[src/rtl/toggle_mon_pkg.sv]
// Shared types for the toggle run-length monitor.
// Optional total counter: TOGGLE_MON_TOTAL_EN.
package toggle_mon_pkg;

    localparam int CNT_W_DEF = 4;

    typedef enum logic [1:0] {
        ST_INIT,
        ST_RUN,
        ST_PEND
    } st_e;

    typedef struct packed {
        logic                 level;
        logic [CNT_W_DEF-1:0] len;
    } run_rec_t;

endpackage

[src/rtl/toggle_run_monitor_sat_counter.sv]
// Saturating up-counter with synchronous load-to-1 and async clear.
module sat_counter #(
    parameter int W = 4
) (
    input  logic         clk,
    input  logic         reset,
    input  logic         i_load,
    input  logic         i_inc,
    output logic [W-1:0] o_cnt
);

    logic [W-1:0] r_cnt;
    logic         w_full;

    assign w_full = &r_cnt;

    always_ff @(posedge clk or negedge reset) begin
        if (!reset) begin
            r_cnt <= '0;
        end else if (i_load) begin
            r_cnt <= W'(1);
        end else if (i_inc && !w_full) begin
            r_cnt <= r_cnt + W'(1);
        end
    end

    assign o_cnt = r_cnt;

endmodule

[src/rtl/toggle_run_monitor.sv]
// Run-length monitor of the toggle stage output bit.
// Define TOGGLE_MON_TOTAL_EN to add the total_toggles counter.
module toggle_run_monitor
    import toggle_mon_pkg::*;
#(
    parameter int CNT_W = CNT_W_DEF
) (
    input  logic             clk,
    input  logic             reset,
    input  logic             a_in,
    input  logic             out_ready,
    output logic             out_valid,
    output logic             out_level,
    output logic [CNT_W-1:0] out_len
`ifdef TOGGLE_MON_TOTAL_EN
    ,
    output logic             overrun,
    output logic [7:0]       total_toggles
`else
    ,
    output logic             overrun
`endif
);

    typedef struct packed {
        logic             level;
        logic [CNT_W-1:0] len;
    } rec_t;

    st_e        r_state;
    st_e        w_next;
    logic       r_a_q;
    logic       r_valid;
    logic       r_ovr;
    rec_t       r_rec;
    logic [CNT_W-1:0] w_cnt;
    logic       w_run_end;
    logic       w_cnt_load;
    logic       w_load;
    logic       w_clear;
    logic       w_drop;

    assign w_run_end  = (r_state != ST_INIT) && (a_in != r_a_q);
    assign w_cnt_load = (r_state == ST_INIT) || w_run_end;

    sat_counter #(.W(CNT_W)) u_cnt (
        .clk    (clk),
        .reset  (reset),
        .i_load (w_cnt_load),
        .i_inc  (1'b1),
        .o_cnt  (w_cnt)
    );

    always_ff @(posedge clk or negedge reset) begin
        if (!reset) begin
            r_state <= ST_INIT;
        end else begin
            r_state <= w_next;
        end
    end

    always_comb begin
        w_next = r_state;
        unique case (r_state)
            ST_INIT: w_next = ST_RUN;
            ST_RUN:  if (w_run_end) w_next = ST_PEND;
            ST_PEND: if (out_ready && !w_run_end) w_next = ST_RUN;
            default: w_next = ST_INIT;
        endcase
    end

    // A run end while pending is kept only if the pending one is taken.
    always_comb begin
        w_load  = 1'b0;
        w_clear = 1'b0;
        w_drop  = 1'b0;
        unique case (r_state)
            ST_RUN: w_load = w_run_end;
            ST_PEND: begin
                w_load  = out_ready && w_run_end;
                w_clear = out_ready && !w_run_end;
                w_drop  = !out_ready && w_run_end;
            end
            default: ;
        endcase
    end

    always_ff @(posedge clk or negedge reset) begin
        if (!reset) begin
            r_a_q   <= 1'b0;
            r_valid <= 1'b0;
            r_ovr   <= 1'b0;
            r_rec   <= '0;
        end else begin
            r_a_q <= a_in;
            if (w_load) begin
                r_rec   <= '{level: r_a_q, len: w_cnt};
                r_valid <= 1'b1;
            end else if (w_clear) begin
                r_valid <= 1'b0;
            end
            if (w_drop) begin
                r_ovr <= 1'b1;
            end
        end
    end

    assign out_valid = r_valid;
    assign out_level = r_rec.level;
    assign out_len   = r_rec.len;
    assign overrun   = r_ovr;

`ifdef TOGGLE_MON_TOTAL_EN
    logic [7:0] r_total;

    always_ff @(posedge clk or negedge reset) begin
        if (!reset) begin
            r_total <= '0;
        end else if (w_run_end) begin
            r_total <= r_total + 8'd1;
        end
    end

    assign total_toggles = r_total;
`endif

endmodule

[config.mk]
export PLATFORM = sky130hd
export DESIGN_NAME = toggle_run_monitor
export DESIGN_NICKNAME = d
export VERILOG_FILES = /design/src/rtl/toggle_mon_pkg.sv /design/src/rtl/toggle_run_monitor_sat_counter.sv /design/src/rtl/toggle_run_monitor.sv
export SDC_FILE = /design/constraint.sdc
export NUM_CORES = 1
export LEC_CHECK = 0
export ABC_AREA = 1
export BUFFER_PORTS_ARGS = -buffer_cell sky130_fd_sc_hd__buf_4
export CAP_MARGIN = 20
export CORE_ASPECT_RATIO = 1.2
export CORE_UTILIZATION = 40
export CTS_CLUSTER_SIZE = 40
export DETAILED_ROUTE_END_ITERATION = 8
export PLACE_DENSITY = 0.68
export SLEW_MARGIN = 20
export SYNTH_ARGS = -nofsm -noshare
export SYNTH_HDL_FRONTEND = slang
export SYNTH_SLANG_ARGS = --single-unit
[constraint.sdc]
create_clock -name clk -period 1.5 [get_ports clk]
set_input_delay 0.225 -clock clk [delete_from_list [all_inputs] [get_ports clk]]
set_output_delay 0.225 -clock clk [all_outputs]
set_load 0.005 [all_outputs]
==> impl_metrics.yaml <==
run_status:
  status: "finished, final reports clean"
floorplan:
  num_rows: 16
  die_w_um: 40.4
  die_y_um: 48.1
  core_area_um2: 1640
  num_io_pins: 11
  design.die.area_um2: 1950
  initial_core_util: 0.432
cells_and_area:
  fin_nets: 104
  seqCellArea_um2: 350
  drive_above_1_share: 0.245
  nFillCells: 169
  final_common_cell: "nand2_1"
  final_cell_mix: "27 x nand2_1, 14 x dfrtp_1, 10 x buf_4"
  diodes: 0
  multi_input_area_um2: 317
  areaGrowthSynthToFinish_pct: 20.3
place:
  port_buffers: 10
  hpwl_um: 918
  place.gp.congestion: 0.708
sta:
  worst_pin_slew_ps: 182
  setup_tns_ps: 0
  skew_ps: 2.02
  slew_headroom: 0.878
  rsz0062_at_grt: "false"
  slew_viol_final: 0
  timing.final.crit_share: 0.907
  finalHoldViolCount: 0
  finalSetupViolCount: 0
  fmax_mhz: 735
  post-route-min-period_ps: 1360
power_and_ir_drop:
  peakVddDrop_uv: 816
  p_sw_frac: 0.376
  p_total_uw: 1560
  p_int_uw: 971
  pwr-share-comb: 0.434
  power_switching_uw: 585
  p_clk_frac: 0.180
  cellLeakagePower_uw: 0.000449
  p_seq_frac: 0.387
  powerDensity_nw_per_um2: 1820
setup_path:
  ff2ff_setup_slack_ps: 140
  cpMostUsedCell: "inv_1"
  cp-startpoint: "r_state[0]$_DFFE_PN0P_"
  endpoint: "out_len[3]$_DFFE_PN0P_"
  r2r_cells: 7
  path_class: "register to register"
  endpoint_kind: "register"
  worstSetupPathDepth: 7
  required_ps: 1680
  critPathMaxStageDelay_ps: 420
  cp_top_family: "flip-flops"
  worst-endpoint-arrival_ps: 1540
  crit_path_max_fanout: 9
  slowest_stage: "dfrtp_1"
  r2r_start: "r_state[0]$_DFFE_PN0P_"
  crit_buf_inv: 2
  worstReg2RegEnd: "out_len[3]$_DFFE_PN0P_"
  cp-start-kind: "register"
  crit_chain: "inv_1, ha_1, inv_1, o21bai_4, nand3_4, nand2_1, o21ai_1"
synth:
  synth_area_um2: 709
  synth_fp_nets: 88
  yosysSeqAreaShare: 0.494
  yosysWarningCount: 0
  syn_inst: 79
  syn-mean-instance-area_um2: 8.98
  ys_seq_elements: 14
  ys_types: 19
detailed_routing:
  dr.pass1.iters: 4
  antenna_left: 0
  wl_per_cell_um: 10.9
  vias: 544
  drtIter0Drc: 12
  drt-total-wl_mm: 1.22
  drc: 0
  viasPerCell: 4.86
grt:
  grt_pass1_wl_mm: 1.99
  grt_pass1_vias: 499
  grt-ovfl-total: 0
  grt_max_degree: 15
  antenna_found_initial: 0
  grt_usage: 0.158
cts:
  h-tree-depth: 1
  cts_made_buffers: 3
  ctsResizeCount: 0
  cts_tree: "built"
  clk_latency_ps: 290
  cts.reportedPaths.clkPinSlew_ps: 90
  clk_path_buf_depth: 2
  clkSinkCount: 14
  root_buffer: "clkbuf_4"
hold_path:
  hp-class: "input pin to register"
flow_run:
  maxCapViolations: 0
-- worst reg2reg max path, stage by stage (launching register included) --
cell      delay, ps
dfrtp_1         420
inv_1           100
ha_1            210
inv_1           100
o21bai_4        160
nand3_4         130
nand2_1          80
o21ai_1          60
-- registers in the layout, summed over array words and instances, names as in the netlist --
register     flops
overrun          1
out_len          4
r_a_q            1
u_cnt.o_cnt      4
r_state          2
out_level        1
out_valid        1
-- cells in the mapped netlist --
| cell type | instances | area (µm²) |
|---|---|---|
| nand2_1 | 27 | 101 |
| dfrtp_1 | 14 | 350 |
| o21ai_1 | 3 | 15.0 |
| o21ai_0 | 2 | 10.0 |
| nand3_4 | 1 | 17.5 |
| nand2_2 | 2 | 12.5 |
| nor2_2 | 1 | 6.26 |
| inv_1 | 9 | 33.8 |
| xor2_1 | 1 | 8.76 |
| o21bai_4 | 1 | 18.8 |
| a31o_2 | 1 | 8.76 |
| nand3_2 | 1 | 10.0 |
| clkinv_2 | 1 | 5.00 |
| a21oi_1 | 2 | 10.0 |
| a211oi_1 | 1 | 7.51 |
| nor2_1 | 2 | 7.51 |
| nand3_1 | 4 | 20.0 |
| ha_1 | 5 | 62.6 |
| inv_2 | 1 | 3.75 |
-- metrics by stage --
step                      area [µm²]  setup slack, ps   util  hold slack (ps)  instances
after floorplan                  709              279      -            -70.6         79
after global placement           807              193  0.492             83.5        107
after detailed placement         807              142  0.492             83.7        107
after CTS                        853              122  0.520             49.5        112
after global routing             853             2.22  0.520             49.2        112
final                            853              139  0.520             56.1        112
-- per-layer routing --
| metal | wire (µm) | global-route usage | share of wire |
|---|---|---|---|
| met1 | 513 | 0.171 | 0.42 |
| met2 | 626 | 0.276 | 0.51 |
| met3 | 45 | 0.0274 | 0.037 |
| met4 | 31 | 0.100 | 0.025 |
| met5 | 0 | 0 | 0 |
-- worst min path at each step --
stage / slack [ps] / startpoint / cells past startpoint / endpoint
after floorplan: -70 / reset / 0 / out_len[0]$_DFFE_PN0P_
final: 60 / a_in / 1 / r_a_q$_DFF_PN0_
after detailed placement: 80 / reset / 1 / out_valid$_DFFE_PN0P_
after CTS: 50 / a_in / 1 / r_a_q$_DFF_PN0_
after global placement: 80 / reset / 1 / overrun$_DFFE_PN0P_
after global routing: 50 / a_in / 1 / r_a_q$_DFF_PN0_
-- final cells by class --
type / instances / share of cell area
sequential: 14 / 0.411
multi-input combinational: 54 / 0.371
timing repair buffer: 11 / 0.0997
inverter: 11 / 0.0499
clock buffer: 4 / 0.0425
tap: 18 / 0.0264
-- what timing repair did --
action                                 CTS  global route
buffers inserted                         0             0
endpoints found under the hold margin   14             0
setup endpoints to repair                0             0
hold buffers                             1             0
-- logic make-up (layout without fill, tap and decap cells) --
family | Yosys count | after routing | synth area share
simple gates | 38 | 38 | 0.247
flops | 14 | 14 | 0.494
buf+inv | 11 | 26 | 0.0599
compound gates | 10 | 10 | 0.0988
fa+ha+maj | 5 | 5 | 0.0882
xor+xnor | 1 | 1 | 0.0123
-- power groups by stage --
stage               Sequential [µW]  Combinational (µW)  Clock, µW
floorplan                       606                 452          0
global placement                606                 666          0
detailed placement              613                 678          0
CTS                             605                 688        290
global route                    623                 783        308
finish                          602                 675        279
Power figures use the tool's default switching activity.
